File: config.mk
export PLATFORM = sky130hd
export DESIGN_NAME = char_receiver
export DESIGN_NICKNAME = d
export VERILOG_FILES = /design/src/rtl/char_receiver_pkg.sv /design/src/rtl/char_rx_deser.sv /design/src/rtl/char_receiver.sv
export SDC_FILE = /design/constraint.sdc
export NUM_CORES = 1
export LEC_CHECK = 0
export CELL_PAD_IN_SITES_DETAIL_PLACEMENT = 1
export CELL_PAD_IN_SITES_GLOBAL_PLACEMENT = 2
export CORE_ASPECT_RATIO = 0.9
export CORE_UTILIZATION = 34
export DETAILED_ROUTE_END_ITERATION = 10
export HOLD_SLACK_MARGIN = 0.12
export PLACE_DENSITY = 0.85
export SYNTH_ARGS = -nofsm -noshare
export SYNTH_HDL_FRONTEND = slang
export SYNTH_HIERARCHICAL = 1
export SYNTH_SLANG_ARGS = --single-unit
File: constraint.sdc
create_clock -name cclk -period 3.62 [get_ports cclk]
set_input_delay 0.362 -clock cclk [delete_from_list [all_inputs] [get_ports cclk]]
set_output_delay 0.362 -clock cclk [all_outputs]
set_load 0.05 [all_outputs]
File: src/rtl/char_receiver_pkg.sv
// Shared constants, FSM state type and letter-code to ASCII mapping for the
// serial character receiver.
package char_receiver_pkg;

  localparam int        NUM_CHARS  = 26;
  localparam logic [7:0] BLANK_CHAR = 8'h20;
  localparam logic [7:0] ASCII_A    = 8'h41;
  localparam logic [7:0] BAD_CHAR   = 8'h3F;

  typedef enum logic [1:0] {
    ST_IDLE,
    ST_DATA,
    ST_STOP,
    ST_WAIT_IDLE
  } rx_state_t;

  // 0 is a space, 1..26 are 'A'..'Z', anything else is shown as '?'
  function automatic logic [7:0] map_code(input logic [7:0] code);
    logic [7:0] ascii;
    if (code == 8'd0)
      ascii = BLANK_CHAR;
    else if (code <= 8'd26)
      ascii = ASCII_A + code - 8'd1;
    else
      ascii = BAD_CHAR;
    return ascii;
  endfunction

endpackage

File: src/rtl/char_rx_deser.sv
// Frame deserialiser: start bit, 8 data bits LSB first, stop bit, one sample
// per cclk. Emits a one-cycle byte_valid pulse for every well-framed byte.
//
// state        | meaning
// -------------+-----------------------------------------------------------
// ST_IDLE      | line idle, waiting for a 0 start bit
// ST_DATA      | capturing data bits 0..7 into shift
// ST_STOP      | expecting stop bit 1; commit on 1, framing error on 0
// ST_WAIT_IDLE | after a framing error, wait for the line to return high
module char_rx_deser
  import char_receiver_pkg::*;
(
  input  logic       cclk,
  input  logic       rstb,
  input  logic       line,
  output logic       byte_valid,
  output logic [7:0] byte_data
);

  rx_state_t  state;
  logic [2:0] bit_cnt;
  logic [7:0] shift;

  always_ff @(posedge cclk or negedge rstb) begin
    if (!rstb) begin
      state      <= ST_IDLE;
      bit_cnt    <= 3'd0;
      shift      <= 8'd0;
      byte_valid <= 1'b0;
      byte_data  <= 8'd0;
    end else begin
      byte_valid <= 1'b0;
      unique case (state)
        ST_IDLE: begin
          if (!line) begin
            state   <= ST_DATA;
            bit_cnt <= 3'd0;
          end
        end
        ST_DATA: begin
          shift[bit_cnt] <= line;
          if (bit_cnt == 3'd7)
            state <= ST_STOP;
          else
            bit_cnt <= bit_cnt + 3'd1;
        end
        ST_STOP: begin
          if (line) begin
            byte_valid <= 1'b1;
            byte_data  <= shift;
            state      <= ST_IDLE;
          end else begin
            state <= ST_WAIT_IDLE;
          end
        end
        ST_WAIT_IDLE: begin
          // a stuck-low line must not be read as an endless run of frames
          if (line)
            state <= ST_IDLE;
        end
        default: state <= ST_IDLE;
      endcase
    end
  end

endmodule

File: src/rtl/char_receiver.sv
// Serial character receiver: deserialises frames, maps codes to ASCII and
// appends them to a 26-entry wrapping display buffer.
module char_receiver
  import char_receiver_pkg::*;
(
  input  logic       cclk,
  input  logic       rstb,
  input  logic       inputCharBit,
  output logic [7:0] char0,
  output logic [7:0] char1,
  output logic [7:0] char2,
  output logic [7:0] char3,
  output logic [7:0] char4,
  output logic [7:0] char5,
  output logic [7:0] char6,
  output logic [7:0] char7,
  output logic [7:0] char8,
  output logic [7:0] char9,
  output logic [7:0] char10,
  output logic [7:0] char11,
  output logic [7:0] char12,
  output logic [7:0] char13,
  output logic [7:0] char14,
  output logic [7:0] char15,
  output logic [7:0] char16,
  output logic [7:0] char17,
  output logic [7:0] char18,
  output logic [7:0] char19,
  output logic [7:0] char20,
  output logic [7:0] char21,
  output logic [7:0] char22,
  output logic [7:0] char23,
  output logic [7:0] char24,
  output logic [7:0] char25
);

  localparam logic [4:0] LAST_IDX = 5'(NUM_CHARS - 1);

  logic       byte_valid;
  logic [7:0] byte_data;
  logic [7:0] chars [NUM_CHARS];
  logic [4:0] wptr;

  char_rx_deser u_deser (
    .cclk       (cclk),
    .rstb       (rstb),
    .line       (inputCharBit),
    .byte_valid (byte_valid),
    .byte_data  (byte_data)
  );

  // wrapping overwrites one entry per commit; there is no bulk clear
  always_ff @(posedge cclk or negedge rstb) begin
    if (!rstb) begin
      for (int i = 0; i < NUM_CHARS; i++)
        chars[i] <= BLANK_CHAR;
      wptr <= 5'd0;
    end else if (byte_valid) begin
      chars[wptr] <= map_code(byte_data);
      wptr        <= (wptr == LAST_IDX) ? 5'd0 : wptr + 5'd1;
    end
  end

  assign char0  = chars[0];
  assign char1  = chars[1];
  assign char2  = chars[2];
  assign char3  = chars[3];
  assign char4  = chars[4];
  assign char5  = chars[5];
  assign char6  = chars[6];
  assign char7  = chars[7];
  assign char8  = chars[8];
  assign char9  = chars[9];
  assign char10 = chars[10];
  assign char11 = chars[11];
  assign char12 = chars[12];
  assign char13 = chars[13];
  assign char14 = chars[14];
  assign char15 = chars[15];
  assign char16 = chars[16];
  assign char17 = chars[17];
  assign char18 = chars[18];
  assign char19 = chars[19];
  assign char20 = chars[20];
  assign char21 = chars[21];
  assign char22 = chars[22];
  assign char23 = chars[23];
  assign char24 = chars[24];
  assign char25 = chars[25];

endmodule

# After elaboration in Yosys (flattened, before gate mapping)
# Index checks and enable logic that the tools add are counted.
# word_totals
output_inout_bits,208
mem_count,0
ramBits,0
reg_bits,235
latchBits,0
inputBits,3
elab_cells,79
romBits,0
# classes
shift,0
order_cmp,5
eq_ne,9
addsub,4
n_bitwise,1
muxes,20
multipliers,0
n_div,0
n_reduce_logical,8
# ops
cell,count
208-bit bitwise mux,1
8-bit demux with 5-bit select,1
8-bit two-way mux,4
"7-bit by 8-bit adder with 8-bit output, first input constant",1
8-bit bitwise mux,1
"8-bit by 5-bit less-or-equal comparator with 1-bit output, second input constant",1
8-bit logical NOT,1
2-bit two-way mux,4
2-bit case mux with 4 select lines,1
"8-bit by 1-bit subtractor with 8-bit output, second input constant",1
"6-bit greater-or-equal comparator, second input constant",1
"6-bit by 1-bit less-than comparator with 1-bit output, second input constant",1
3-bit two-way mux,2
"2-bit inequality test, second input constant",3
5-bit inverter with 6-bit output,1
3-bit case mux with 2 select lines,1
3-bit AND reduction,2
"5-bit by 1-bit adder with 5-bit output, second input constant",1
"5-bit equality test, second input constant",1
5-bit two-way mux,1
"2-bit equality test, second input constant",2
"3-bit by 4-bit less-than comparator with 1-bit output, second input constant",1
"3-bit by 1-bit adder with 3-bit output, second input constant",1
1-bit demux with 3-bit select,1
other kinds (9),12

# Longest topological paths before layout
# Gate-level depths: netlist of run 1.
# depth
word_depth,6
depth_mapped,8
mapped_depth_nobuf,6

# Modules after synthesis
# The synthesis of run 1 kept the hierarchy.
# modules_own_cells
mod,area_per_inst_um2,cells_per_inst,instances
char_receiver,8164.1,731,1
char_rx_deser,944.7,70,1

# Worst setup path before layout of run 1
# OpenSTA, ideal clock, no wires.
# synth_timing
path_type,reg2reg
start,register wptr[0]
end,"register chars, in the netlist char18[0]"
path_slack_ns,1.803
period_less_slack_ns,1.817
t_required_ns,3.495
stages_incl_launch_ff,7
arrival_ns,1.693
path_buffers,1
setup_time_ns,0.125
cell_sequence,dfrtp_1 inv_1 ha_1 nand2b_1 nor4bb_1 buf_2 mux2_2
# synth_via
elab_chain_len,6
elab_cells_between_ends,7
cone_classes,2 x order compare; 3 x mux; 1 x bitwise; 1 x reduce/logical
# synth_lines
item,line,rtl
from (decl),char_receiver.sv:42,logic [4:0] wptr;
from (signal assigned),char_receiver.sv:60,wptr <= (wptr == LAST_IDX) ? 5'd0 : wptr + 5'd1;
5-bit inverter with 6-bit output (implied by the code) (*),char_receiver.sv:59,chars[wptr] <= map_code(byte_data);
6-bit greater-or-equal comparator (implied by the code) or 6-bit by 1-bit less-than comparator with 1-bit output (tied branches),char_receiver.sv:59,
1-bit logical AND (implied by the code),char_receiver.sv:59,
8-bit two-way mux (implied by the code),char_receiver.sv:59,
8-bit demux with 5-bit select (*),char_receiver.sv:59,
208-bit bitwise mux (*),char_receiver.sv:59,
"to (signal, indexed assignment)",char_receiver.sv:59,
to (decl),char_receiver.sv:41,logic [7:0] chars [NUM_CHARS];
# Every way passes the cells marked *; elsewhere a longest branch is shown, timed or not.
# A chain may end at the register's enable or synchronous reset.

# Worst setup path after layout of run 1
# layout_timing
start,register u_deser.byte_data[6]
end,"register chars, in the netlist char25[1]"
# layout_via
elab_chain_len,5
elab_cells_between_ends,6
cone_classes,1 x order compare; 4 x mux; 1 x reduce/logical
# layout_lines
item,line,rtl
from (decl),char_rx_deser.sv:17,output logic [7:0] byte_data
from (signal assigned),char_rx_deser.sv:50,byte_data <= shift;
8-bit by 5-bit less-or-equal comparator with 1-bit output,char_receiver_pkg.sv:22,else if (code <= 8'd26)
8-bit two-way mux,char_receiver_pkg.sv:22,
8-bit two-way mux (*),char_receiver_pkg.sv:20,if (code == 8'd0)
8-bit two-way mux (*),char_receiver.sv:58,end else if (byte_valid) begin
208-bit bitwise mux (*),char_receiver.sv:59,
# Every way passes the cells marked *; elsewhere a longest branch is shown, timed or not. The select of a mux whose other input is x is not followed.

==> summary.md, run 1 <==
| Metric | Value |
|---|---|
| GRT Total Usage | 19.1% |
| Sw frac | 37.8% |
| Kind of critical path | flip-flop to flip-flop |
| RSZ-0062 raised after global routing | no |
| Pins Over Slew Limit | 0 |
| HPWL Detailed | 17800 µm |
| Post-synth net total | 812 |
| # IOs | 211 |
| Inserted Clock Buffers | 26 |
| Hold-fix buffers, CTS | 1 |
| Synth Area per Inst | 11.4 µm² |
| Power share of the clock group | 32.3% |
| Post-synth ARST share | 100% |
| Leak Pwr | 5.35 nW |
| Drt first-iter violations | 387 |
| PostCTS Resize Cnt | 0 |
| Crit end category | flip-flop |
| DIE HEIGHT | 157 µm |
| Setup-failing EPs final | 0 |
| NetSw | 2.96 mW |
| Top_reg_cell synth | dfrtp_1 |
| Cells after Synth | 801 |
| Slowest stage cell, crit path | o21ai_2 |
| Setup Skew | 0.0165 ns |
| Fin. Hold Viols | 0 |
| Final Wtd Congestion | 0.758 |
| Seq pwr share | 38.1% |
| Clk_lat worst skew | 0.53 ns |
| Initial antenna violation count | 0 |
| Wire per inst | 19.1 µm |
| Peak supply drop | 502 µV |
| Clk sink count | 235 |
| Outcome | completed |
| Most frequent cell after synthesis | dfrtp_1 |
| Initial cell density of the core | 34.8% |
| Final net count | 1011 |
| DRC violations left | 0 |
| Comb pwr share | 29.6% |
| Detailed Routing Iterations Pass 1 | 6 |
| Synth area leader | dfrtp_1 |
| WL final | 26100 µm |
| Slowest stage delay, CP | 0.84 ns |
| Vias in the first global route | 6803 |
| CP bufs+invs | 1 |
| Tcrit/Tclk final | 73.1% |
| Worst-path cell chain | inv_1, ha_1, a21boi_0, o21ai_1, o21ai_2, o21ai_0 |
| CTS tree | yes |
| Setup repair bufs after CTS | 0 |
| Core Area | 26200 µm² |
| Overflow after GRT | 0 |
| PD cells | 632 nW/µm² |
| Cell-internal power | 4.87 mW |
| Setup TNS | 0 ns |
| Commonest cells post-synth | 209 x dfrtp_1, 156 x nand2_1, 153 x o21ai_0, 58 x mux2_2, 31 x clkbuf_1 |
| Post-synth top area share | 57.4% |
| Fill cells | 2829 |
| Final min period | 2.65 ns |
| Max cap viols | 0 |
| Clk pin slew, worst setup/hold paths | 0.06 ns |
| CP max FO | 21 |
| Full die area | 27500 µm² |
| Largest cells by area after synthesis | dfrtp_1 57%, o21ai_0 8.4%, dfstp_2 7.5%, mux2_2 7.2%, nand2_1 6.4% |
| Post-synth EDFFs | 0 |
| Slew margin rel. | 34.9% |
| Worst path arrival time | 3.00 ns |
| Synth Warn # | 6 |
| Mapped Area | 9110 µm² |
| Synth-to-Final Area Change | 35.9% |
| FMAX | 0.378 GHz |
| Row Count | 56 |
| Netlist cell types | 44 |
| Maximum clock path buffer count | 3 |
| Worst hold path type | primary input to asynchronous set/reset pin |
| Synth Register Bits | 235 |
| CTS Root Cell | clkbuf_16 |
| Delay-heaviest family, CP | compound AO/OA/AOI/OAI gates |
| Routed Antenna Nets | 0 |
| First-pass GRT wire length | 40800 µm |
| Largest net degree at the start of global routing | 98 |
| Worst-Margin Slew | 0.976 ns |
| Die width | 175 µm |
| DR vias | 6718 |
| WHS | 0.461 ns |
| Worst path required time | 3.98 ns |
| IO Port Bufs | 210 |
| Vias per inst | 4.91 |
| H-tree levels | 1 |
| Share of cells above drive strength 1 | 14.5% |
| Nature of the critical path startpoint | flip-flop |
| Sequential element share of the synthesized area | 64.9% |
-- worst reg2reg max path: stages (launching register included) --
cell and delay (ns):
dfrtp_1 0.37, inv_1 0.08, ha_1 0.23, a21boi_0 0.37
o21ai_1 0.33, o21ai_2 0.84, o21ai_0 0.24
-- per-layer routing --
metal  up-vias  share of wire [%]  GRT usage (%)
met5         -                  0              0
met4         0                1.6           4.22
met3        28                5.5           3.86
met2       168                 46           30.3
met1      3383                 47           27.1
li1       3139                  -              -
-- cells by family (layout without fill, tap and decap cells) --
| kind of cell | count (synthesis) | in the layout | share of synthesized area, % |
|---|---|---|---|
| multiplexers | 64 | 64 | 7.88 |
| AO/OA/AOI/OAI | 196 | 196 | 11.5 |
| AND/OR/NAND/NOR | 237 | 237 | 11.6 |
| flip-flops | 235 | 235 | 64.9 |
| XOR/XNOR | 2 | 2 | 0.192 |
| buffers and inverters | 59 | 278 | 2.87 |
| adder cells (fa/ha/maj) | 8 | 8 | 1.10 |
| other | 0 | 1 | 0 |
-- power by group through the flow --
stage	Clock [mW]	Sequential [mW]	Combinational, mW
3_3_place_gp	0	3.02	2.32
3_5_place_dp	0	3.03	2.35
4_1_cts	2.59	2.99	2.36
2_1_floorplan	0	3.11	1.29
5_1_grt	2.69	3.01	2.53
6_report	2.53	2.99	2.32
-- cell type report --
type | instances | area [µm²] | share of cell area [%]
Sequential cell | 235 | 5910 | 47.8
Multi-Input combinational cell | 507 | 2960 | 23.9
Timing Repair Buffer | 224 | 2230 | 18.0
Clock buffer | 44 | 788 | 6.37
Tap cell | 348 | 435 | 3.52
Clock inverter | 4 | 31.3 | 0.253
Inverter | 6 | 22.5 | 0.182
Antenna cell | 1 | 2.50 | 0.0202
-- placed cells by master (no fill, tap or decap), types with 3 or more instances in the layout --
| cell type | Yosys | layout |
|---|---|---|
| dfrtp_1 | 209 | 209 |
| clkdlybuf4s50_1 | 0 | 209 |
| nand2_1 | 156 | 156 |
| o21ai_0 | 153 | 150 |
| mux2_2 | 58 | 58 |
| dfstp_2 | 26 | 26 |
| clkbuf_16 | 0 | 26 |
| nor2_1 | 27 | 25 |
| a21oi_1 | 18 | 18 |
| buf_4 | 0 | 12 |
| clkbuf_1 | 31 | 11 |
| nand3_1 | 10 | 10 |
| ha_1 | 8 | 8 |
| nand4_1 | 7 | 7 |
| a22o_1 | 7 | 7 |
| clkbuf_8 | 0 | 7 |
| inv_1 | 6 | 6 |
| o21a_1 | 4 | 4 |
| nand2b_1 | 4 | 4 |
| nor2b_1 | 4 | 4 |
| nand3b_1 | 4 | 4 |
| mux2_1 | 4 | 4 |
| o21ai_1 | 3 | 3 |
| nor3_1 | 4 | 3 |
| o21ai_2 | 0 | 3 |
| nor3b_1 | 3 | 3 |
| and2_1 | 3 | 3 |
| o211ai_1 | 3 | 3 |
| or3_1 | 3 | 3 |
| clkinv_2 | 0 | 3 |
-- through the flow --
stage               setup WS [ns]  utilization, %  std cells  power, mW  cell area, µm²
floorplan                    1.80               -        801       4.39            9110
global placement             1.08            44.1       1319       5.34           11500
detailed placement          0.924            44.1       1319       5.38           11500
CTS                         0.918            47.2       1368       7.94           12400
global route                0.651            47.2       1368       8.23           12400
finish                      0.974            47.2       1369       7.83           12400
-- worst paths after layout --
path                                             startpoint                     to  slack, ns  cells after the start
max                        u_deser/byte_data[6]$_DFFE_PN0P_  char25[1]$_DFFE_PN0P_       0.97                      6
max in group asynchronous                              rstb   char3[5]$_DFFE_PN1P_       2.23                      3
min reg2reg                           char16[1]$_DFFE_PN0P_  char16[1]$_DFFE_PN0P_       0.48                      2
max reg2reg                u_deser/byte_data[6]$_DFFE_PN0P_  char25[1]$_DFFE_PN0P_       0.97                      6
min                                                    rstb  char11[6]$_DFFE_PN0P_       0.46                      2
min in group cclk                     char16[1]$_DFFE_PN0P_  char16[1]$_DFFE_PN0P_       0.48                      2
Note: power is estimated with default switching activity, not from simulation.
==> run 2, diff against run 1 <==
--- a/config.mk
+++ b/config.mk
@@ -8,10 +8,10 @@
 export CELL_PAD_IN_SITES_DETAIL_PLACEMENT = 1
 export CELL_PAD_IN_SITES_GLOBAL_PLACEMENT = 2
 export CORE_ASPECT_RATIO = 0.9
-export CORE_UTILIZATION = 34
+export CORE_UTILIZATION = 29
 export DETAILED_ROUTE_END_ITERATION = 10
 export HOLD_SLACK_MARGIN = 0.12
-export PLACE_DENSITY = 0.85
+export PLACE_DENSITY = 0.77
 export SYNTH_ARGS = -nofsm -noshare
 export SYNTH_HDL_FRONTEND = slang
 export SYNTH_HIERARCHICAL = 1
==> constraint.sdc (replaced) <==
create_clock -name cclk -period 2.4 [get_ports cclk]
set_input_delay 0.24 -clock cclk [delete_from_list [all_inputs] [get_ports cclk]]
set_output_delay 0.24 -clock cclk [all_outputs]
set_load 0.05 [all_outputs]
==> run 2 against run 1 <==
Final cell count rose by 6.6%. Sequential share of layout area fell by 1.9 points. Combinational power rose by 76%. Clock power rose by 78%. First-iteration DRC count fell by 26%. Hold slack got worse by 0.14 ns. Global-route usage fell by 1.8 points. Largest power group is now clock.
==> summary.md, run 2 (synthesis gave the netlist of run 1 again) <==
| Metric | Value |
|---|---|
| Outcome | completed (unchanged) |
| Final min period | 2.24 ns (was 2.65 ns) |
| Setup TNS | 0 ns (unchanged) |
| Utilization after layout | 41.7% (was 47.2%) |
| IO Port Bufs | 210 (unchanged) |
| Diode count | 0 (was 1) |
| DIE HEIGHT | 170 µm (was 157 µm) |
| Drt first-iter violations | 288 (was 387) |
| Overflow after GRT | 0 (unchanged) |
| R2R depth | 7 (was 6) |
| Clk_lat worst skew | 0.54 ns (was 0.53 ns) |
| DRC violations left | 0 (unchanged) |
| Setup repair bufs after CTS | 0 (unchanged) |
| Full die area | 32100 µm² (was 27500 µm²) |
| Worst path arrival time | 2.63 ns (was 3.00 ns) |
| Routed Antenna Nets | 0 (unchanged) |
| Fin. Hold Viols | 0 (unchanged) |
| Wire per inst | 18.9 µm (was 19.1 µm) |
| Clk sink count | 235 (unchanged) |
| CTS Root Cell | clkbuf_16 (unchanged) |
| Detailed Routing Iterations Pass 1 | 4 (was 6) |
| CP max FO | 12 (was 21) |
| Die width | 189 µm (was 175 µm) |
| First-pass GRT wire length | 43100 µm (was 40800 µm) |
| Synth-to-Final Area Change | 41.6% (was 35.9%) |
| Crit path from | u_deser/byte_data[6]$_DFFE_PN0P_ (unchanged) |
| Max cap viols | 0 (unchanged) |
| Worst reg-to-reg setup slack | 0.16 ns (was 0.97 ns) |
| Maximum clock path buffer count | 3 (unchanged) |
| GRT Total Usage | 17.3% (was 19.1%) |
| Vias in the first global route | 7019 (was 6803) |
| Crit end category | flip-flop (unchanged) |
| Power share of the clock group | 34.4% (was 32.3%) |
| Reg2Reg Launch Point | u_deser/byte_data[6]$_DFFE_PN0P_ (unchanged) |
| Comb pwr share | 31.2% (was 29.6%) |
| HPWL Detailed | 19000 µm (was 17800 µm) |
| Clk pin slew, worst setup/hold paths | 0.06 ns (about the same) |
| Peak supply drop | 995 µV (was 502 µV) |
| Final Wtd Congestion | 0.776 (was 0.758) |
| Share of cells above drive strength 1 | 17.5% (was 14.5%) |
| FMAX | 0.445 GHz (was 0.378 GHz) |
| Setup Skew | 0.0104 ns (was 0.0165 ns) |
| Initial cell density of the core | 29.5% (was 34.8%) |
| H-tree levels | 1 (unchanged) |
| Initial antenna violation count | 0 (unchanged) |
| Cell-internal power | 8.31 mW (was 4.87 mW) |
| Crit path to | char16[2]$_DFFE_PN0P_ (was char25[1]$_DFFE_PN0P_) |
| Nature of the critical path startpoint | flip-flop (unchanged) |
| DR vias | 6774 (was 6718) |
| WL final | 27600 µm (was 26100 µm) |
| Reg-to-reg endpoint | char16[2]$_DFFE_PN0P_ (was char25[1]$_DFFE_PN0P_) |
| Row Count | 61 (was 56) |
| NetSw | 4.77 mW (was 2.96 mW) |
| Commonest cells after routing, fill and taps aside | 209 x dfrtp_1, 209 x clkdlybuf4s50_1, 156 x nand2_1 (unchanged) |
| Final instance area | 12900 µm² (was 12400 µm²) |
| CTS tree | yes (unchanged) |
| Worst-Margin Slew | 0.734 ns (was 0.976 ns) |
| Setup-failing EPs final | 0 (unchanged) |
| Largest net degree at the start of global routing | 88 (was 98) |
| Fill cells | 3347 (was 2829) |
| Kind of critical path | flip-flop to flip-flop (unchanged) |
| Inserted Clock Buffers | 28 (was 26) |
| Final net count | 1040 (was 1011) |
| Pins Over Slew Limit | 0 (unchanged) |
| Vias per inst | 4.64 (was 4.91) |
| Seq pwr share | 34.4% (was 38.1%) |
| Leak Pwr | 5.58 nW (was 5.35 nW) |
| Slew margin rel. | 51.1% (was 34.9%) |
| DP Area | 11900 µm² (was 11500 µm²) |
| Sw frac | 36.5% (was 37.8%) |
| # IOs | 211 (unchanged) |
| Tcrit/Tclk final | 93.5% (was 73.1%) |
| Core Area | 30900 µm² (was 26200 µm²) |
| Worst hold path type | primary input to asynchronous set/reset pin (unchanged) |
| Worst path required time | 2.79 ns (was 3.98 ns) |
| PD cells | 1010 nW/µm² (was 632 nW/µm²) |
## run 2: cell types whose count changed in the layout (fill, tap and decap cells not counted), moves of 2 or more
cell	change
buf_4	+23
buf_12	+4
clkbuf_1	-4
bufinv_16	+3
clkbuf_16	+3
clkbuf_8	+3
clkinv_2	-2
## run 2: area by class of cell
class | instances | area (µm²) | share of cell area [%]
Sequential cell | 235 | 5910 | 45.9
Multi-Input combinational cell | 507 | 2970 | 23.0
Clock inverter | 6 | 111 | 0.864
Timing Repair Buffer | 251 | 2480 | 19.2
Tap cell | 409 | 512 | 3.97
Clock buffer | 46 | 890 | 6.90
Inverter | 6 | 22.5 | 0.175
## run 2: per-stage QoR
step / std cells / setup slack [ns] / hold WS (ns) / power [mW]
6_report: 1460 / 0.155 / 0.326 / 13.1
5_1_grt: 1460 / -0.00763 / 0.353 / 13.7
4_1_cts: 1460 / 0.148 / 0.335 / 13.3
3_5_place_dp: 1407 / 0.163 / 0.319 / 8.72
3_3_place_gp: 1407 / 0.326 / 0.304 / 8.67
2_1_floorplan: 801 / 0.583 / -0.0556 / 6.63
## run 2: what timing repair did
action,4_1_cts,5_1_grt
gates resized for setup,0,1
hold buffers,1,0
endpoints found under the hold margin,65,0
endpoints found under the setup margin,0,2
## run 2: per-layer routing
layer,GRT usage [%],wire length (µm),up-vias
met5,0,0,-
met1,24.2,13000,3386
met4,3.23,428,0
met3,3.30,1330,33
met2,28.2,12800,154
li1,-,-,3201
## run 2: worst max-delay path: stages (launching register included)
cell and delay, ns:
dfrtp_1 0.40, inv_1 0.10, ha_1 0.23, a21boi_0 0.38, o21ai_1 0.37, o21ai_2 0.25
buf_4 0.24, o21ai_0 0.12
## run 2: worst min path at each step
stage	cells after the start	end	slack (ns)
detailed placement	1	char25[4]$_DFFE_PN0P_	0.32
CTS	2	char25[4]$_DFFE_PN0P_	0.33
finish	2	char25[4]$_DFFE_PN0P_	0.33
global route	2	char25[4]$_DFFE_PN0P_	0.35
global placement	1	char25[4]$_DFFE_PN0P_	0.30
floorplan	0	char0[0]$_DFFE_PN0P_	-0.06
## run 2: power by group through the flow
stage	logic [mW]	registers, mW	clock network, mW
floorplan	1.94	4.69	0
global placement	4.12	4.55	0
detailed placement	4.15	4.56	0
CTS	4.20	4.49	4.63
global route	4.43	4.54	4.77
finish	4.08	4.49	4.50
==> run 3, diff against run 2 <==
--- a/config.mk
+++ b/config.mk
@@ -5,12 +5,13 @@
 export SDC_FILE = /design/constraint.sdc
 export NUM_CORES = 1
 export LEC_CHECK = 0
+export ABC_CLOCK_PERIOD_IN_PS = 2400
 export CELL_PAD_IN_SITES_DETAIL_PLACEMENT = 1
 export CELL_PAD_IN_SITES_GLOBAL_PLACEMENT = 2
 export CORE_ASPECT_RATIO = 0.9
 export CORE_UTILIZATION = 29
 export DETAILED_ROUTE_END_ITERATION = 10
-export HOLD_SLACK_MARGIN = 0.12
+export GPL_TIMING_DRIVEN = 0
 export PLACE_DENSITY = 0.77
 export SYNTH_ARGS = -nofsm -noshare
 export SYNTH_HDL_FRONTEND = slang
==> run 3 against run 2 <==
First-iteration DRC count down 5.9%. Setup slack worse by 0.0031 ns. Global-route usage shrank 0.33 points. Fmax fell by 0.14%. Utilization is 0.39 points lower. Clock power down 6.0%. Non-clock buffer count increased by 17. Largest cell class unchanged.
==> summary.md, run 3 (synthesis gave the netlist of run 1 again) <==
| Metric | Value |
|---|---|
| Tcrit/Tclk final | 93.7% (was 93.5%) |
| DIE HEIGHT | 170 µm (unchanged) |
| Overflow after GRT | 0 (unchanged) |
| Slowest stage cell, crit path | dfrtp_1 (unchanged) |
| Max cap viols | 0 (unchanged) |
| Outcome | completed (unchanged) |
| Slew margin rel. | 51.6% (was 51.1%) |
| Final net count | 1055 (was 1040) |
| Kind of critical path | flip-flop to flip-flop (unchanged) |
| Final Wtd Congestion | 0.759 (was 0.776) |
| Register Area | 5910 µm² (unchanged) |
| Crit end category | flip-flop (unchanged) |
| Diode count | 0 (unchanged) |
| DR vias | 6787 (was 6774) |
| HPWL Detailed | 19000 µm (about the same) |
| Area taken by multi-input logic gates | 2960 µm² (was 2970 µm²) |
| Clk sink count | 235 (unchanged) |
| Fill cells | 3345 (was 3347) |
| Worst-path cell chain | inv_1, ha_1, nor4b_4, o21ai_1, o21ai_1, clkbuf_4, o21ai_0 (was inv_1, ha_1, a21boi_0, o21ai_1, o21ai_2, buf_4, o21ai_0) |
| Setup Skew | 0.00878 ns (was 0.0104 ns) |
| Nature of the critical path startpoint | flip-flop (unchanged) |
| Synth-to-Final Area Change | 40.2% (was 41.6%) |
| # IOs | 211 (unchanged) |
| Inserted Clock Buffers | 26 (was 28) |
| Slowest stage delay, CP | 0.39 ns (was 0.40 ns) |
| Clk_lat worst skew | 0.53 ns (was 0.54 ns) |
| Vias per inst | 4.61 (was 4.64) |
| Total Power | 12.7 mW (was 13.1 mW) |
| Drt first-iter violations | 271 (was 288) |
| Worst hold path type | primary input to asynchronous set/reset pin (unchanged) |
| Die width | 189 µm (unchanged) |
| Share of cells above drive strength 1 | 15.9% (was 17.5%) |
| Pins Over Slew Limit | 0 (unchanged) |
| Leak Pwr | 5.53 nW (was 5.58 nW) |
| GRT Total Usage | 17.0% (was 17.3%) |
| Wire per inst | 18.3 µm (was 18.9 µm) |
| H-tree levels | 1 (unchanged) |
| Routed Antenna Nets | 0 (unchanged) |
| IO Port Bufs | 210 (unchanged) |
| Clk pin slew, worst setup/hold paths | 0.06 ns (about the same) |
| Worst-Margin Slew | 0.721 ns (was 0.734 ns) |
| Maximum clock path buffer count | 3 (unchanged) |
| Pre-CTS worst setup slack | -0.360 ns (was 0.163 ns) |
| CTS tree | yes (unchanged) |
| PD cells | 997 nW/µm² (was 1010 nW/µm²) |
| Core Area | 30900 µm² (unchanged) |
| Row Count | 61 (unchanged) |
| Final min period | 2.25 ns (was 2.24 ns) |
| FMAX | 0.445 GHz (about the same) |
| Detailed Routing Iterations Pass 1 | 4 (unchanged) |
| First-pass GRT wire length | 42400 µm (was 43100 µm) |
| Largest net degree at the start of global routing | 112 (was 88) |
| Commonest cells after routing, fill and taps aside | 209 x dfrtp_1, 209 x clkdlybuf4s50_1, 156 x nand2_1 (unchanged) |
| Setup slack after layout | 0.152 ns (was 0.155 ns) |
| DRC violations left | 0 (unchanged) |
| Full die area | 32100 µm² (unchanged) |
| WL final | 26900 µm (was 27600 µm) |
| CTS Root Cell | clkbuf_16 (unchanged) |
| Worst path arrival time | 2.64 ns (was 2.63 ns) |
| Setup-failing EPs final | 0 (unchanged) |
| Peak supply drop | 576 µV (was 995 µV) |
| CP max FO | 10 (was 12) |
| Most used cell, CP | o21ai_1 |
| Initial cell density of the core | 29.5% (unchanged) |
| RSZ-0062 raised after global routing | no |
| Vias in the first global route | 6982 (was 7019) |
| Worst path required time | 2.79 ns (about the same) |
| Fin. Hold Viols | 0 (unchanged) |
| Initial antenna violation count | 0 (unchanged) |
==> run 3: cell types whose count changed in the layout (fill, tap and decap cells not counted), moves of 3 or more <==
cell / delta
o21ai_1: +3
clkinv_2: +4
buf_4: -33
buf_2: +13
clkbuf_1: +24
buf_12: -5
clkbuf_2: +6
clkbuf_4: +5
==> run 3: layout make-up <==
| class | count | share of cell area (%) |
|---|---|---|
| multi-input cells | 507 | 23.2 |
| repair buffers | 215 | 17.1 |
| flip-flops and latches | 235 | 46.3 |
| inverters | 6 | 0.176 |
| clock inverters | 9 | 0.960 |
| clock buffers | 39 | 6.27 |
| well taps | 409 | 4.01 |
| plain buffers | 53 | 2.01 |
==> run 3: report_power, final <==
| group | switching, mW | internal (mW) |
|---|---|---|
| logic | 2.91 | 1.15 |
| registers | 0.232 | 4.22 |
| clock network | 1.61 | 2.62 |
==> run 3: per-stage QoR <==
| stage | util, % | TNS (ns) | hold WS [ns] | area, µm² | instances |
|---|---|---|---|---|---|
| after floorplan | - | 0 | -0.0556 | 9110 | 801 |
| after global placement | 37.9 | -2119.92 | 0.461 | 11700 | 1420 |
| after detailed placement | 38.1 | -21.75 | 0.115 | 11800 | 1422 |
| after CTS | 41.2 | 0 | 0.137 | 12700 | 1471 |
| after global routing | 41.3 | 0 | 0.156 | 12800 | 1473 |
| final | 41.3 | 0 | 0.147 | 12800 | 1473 |
==> run 3: worst paths after layout <==
| kind | start | to | slack, ns | cells after the start |
|---|---|---|---|---|
| setup reg to reg | u_deser/byte_data[6]$_DFFE_PN0P_ | char11[0]$_DFFE_PN0P_ | 0.15 | 7 |
| max in group asynchronous | rstb | char14[7]$_DFFE_PN0P_ | 1.40 | 3 |
| hold reg to reg | char20[4]$_DFFE_PN0P_ | char20[4]$_DFFE_PN0P_ | 0.48 | 2 |
| min in group cclk | char20[4]$_DFFE_PN0P_ | char20[4]$_DFFE_PN0P_ | 0.48 | 2 |
| hold / removal | rstb | u_deser/state[0]$_DFFE_PN0P_ | 0.15 | 2 |
| setup / recovery | u_deser/byte_data[6]$_DFFE_PN0P_ | char11[0]$_DFFE_PN0P_ | 0.15 | 7 |
==> run 3: worst max-delay path: cells and delay by family, from the launching register on <==
kind | cells | cell delay (ns)
compound gates | 3 | 0.63
fa+ha+maj | 1 | 0.22
buf+inv | 2 | 0.47
flops | 1 | 0.39
simple gates | 1 | 0.39
==> run 3: what timing repair did <==
action,4_1_cts,5_1_grt
buffers inserted,0,2
hold buffers,1,0
pin swaps,0,2
resized for setup,12,14
setup endpoints to repair,119,139
endpoints found under the hold margin,142,0
==> run 3: layer usage <==
layer / vias up / global-route usage, % / wire (µm)
met1: 3375 / 23.9 / 12600
met5: - / 0 / 0
met3: 36 / 3.90 / 1500
li1: 3215 / - / -
met2: 161 / 26.7 / 12300
met4: 0 / 3.79 / 555
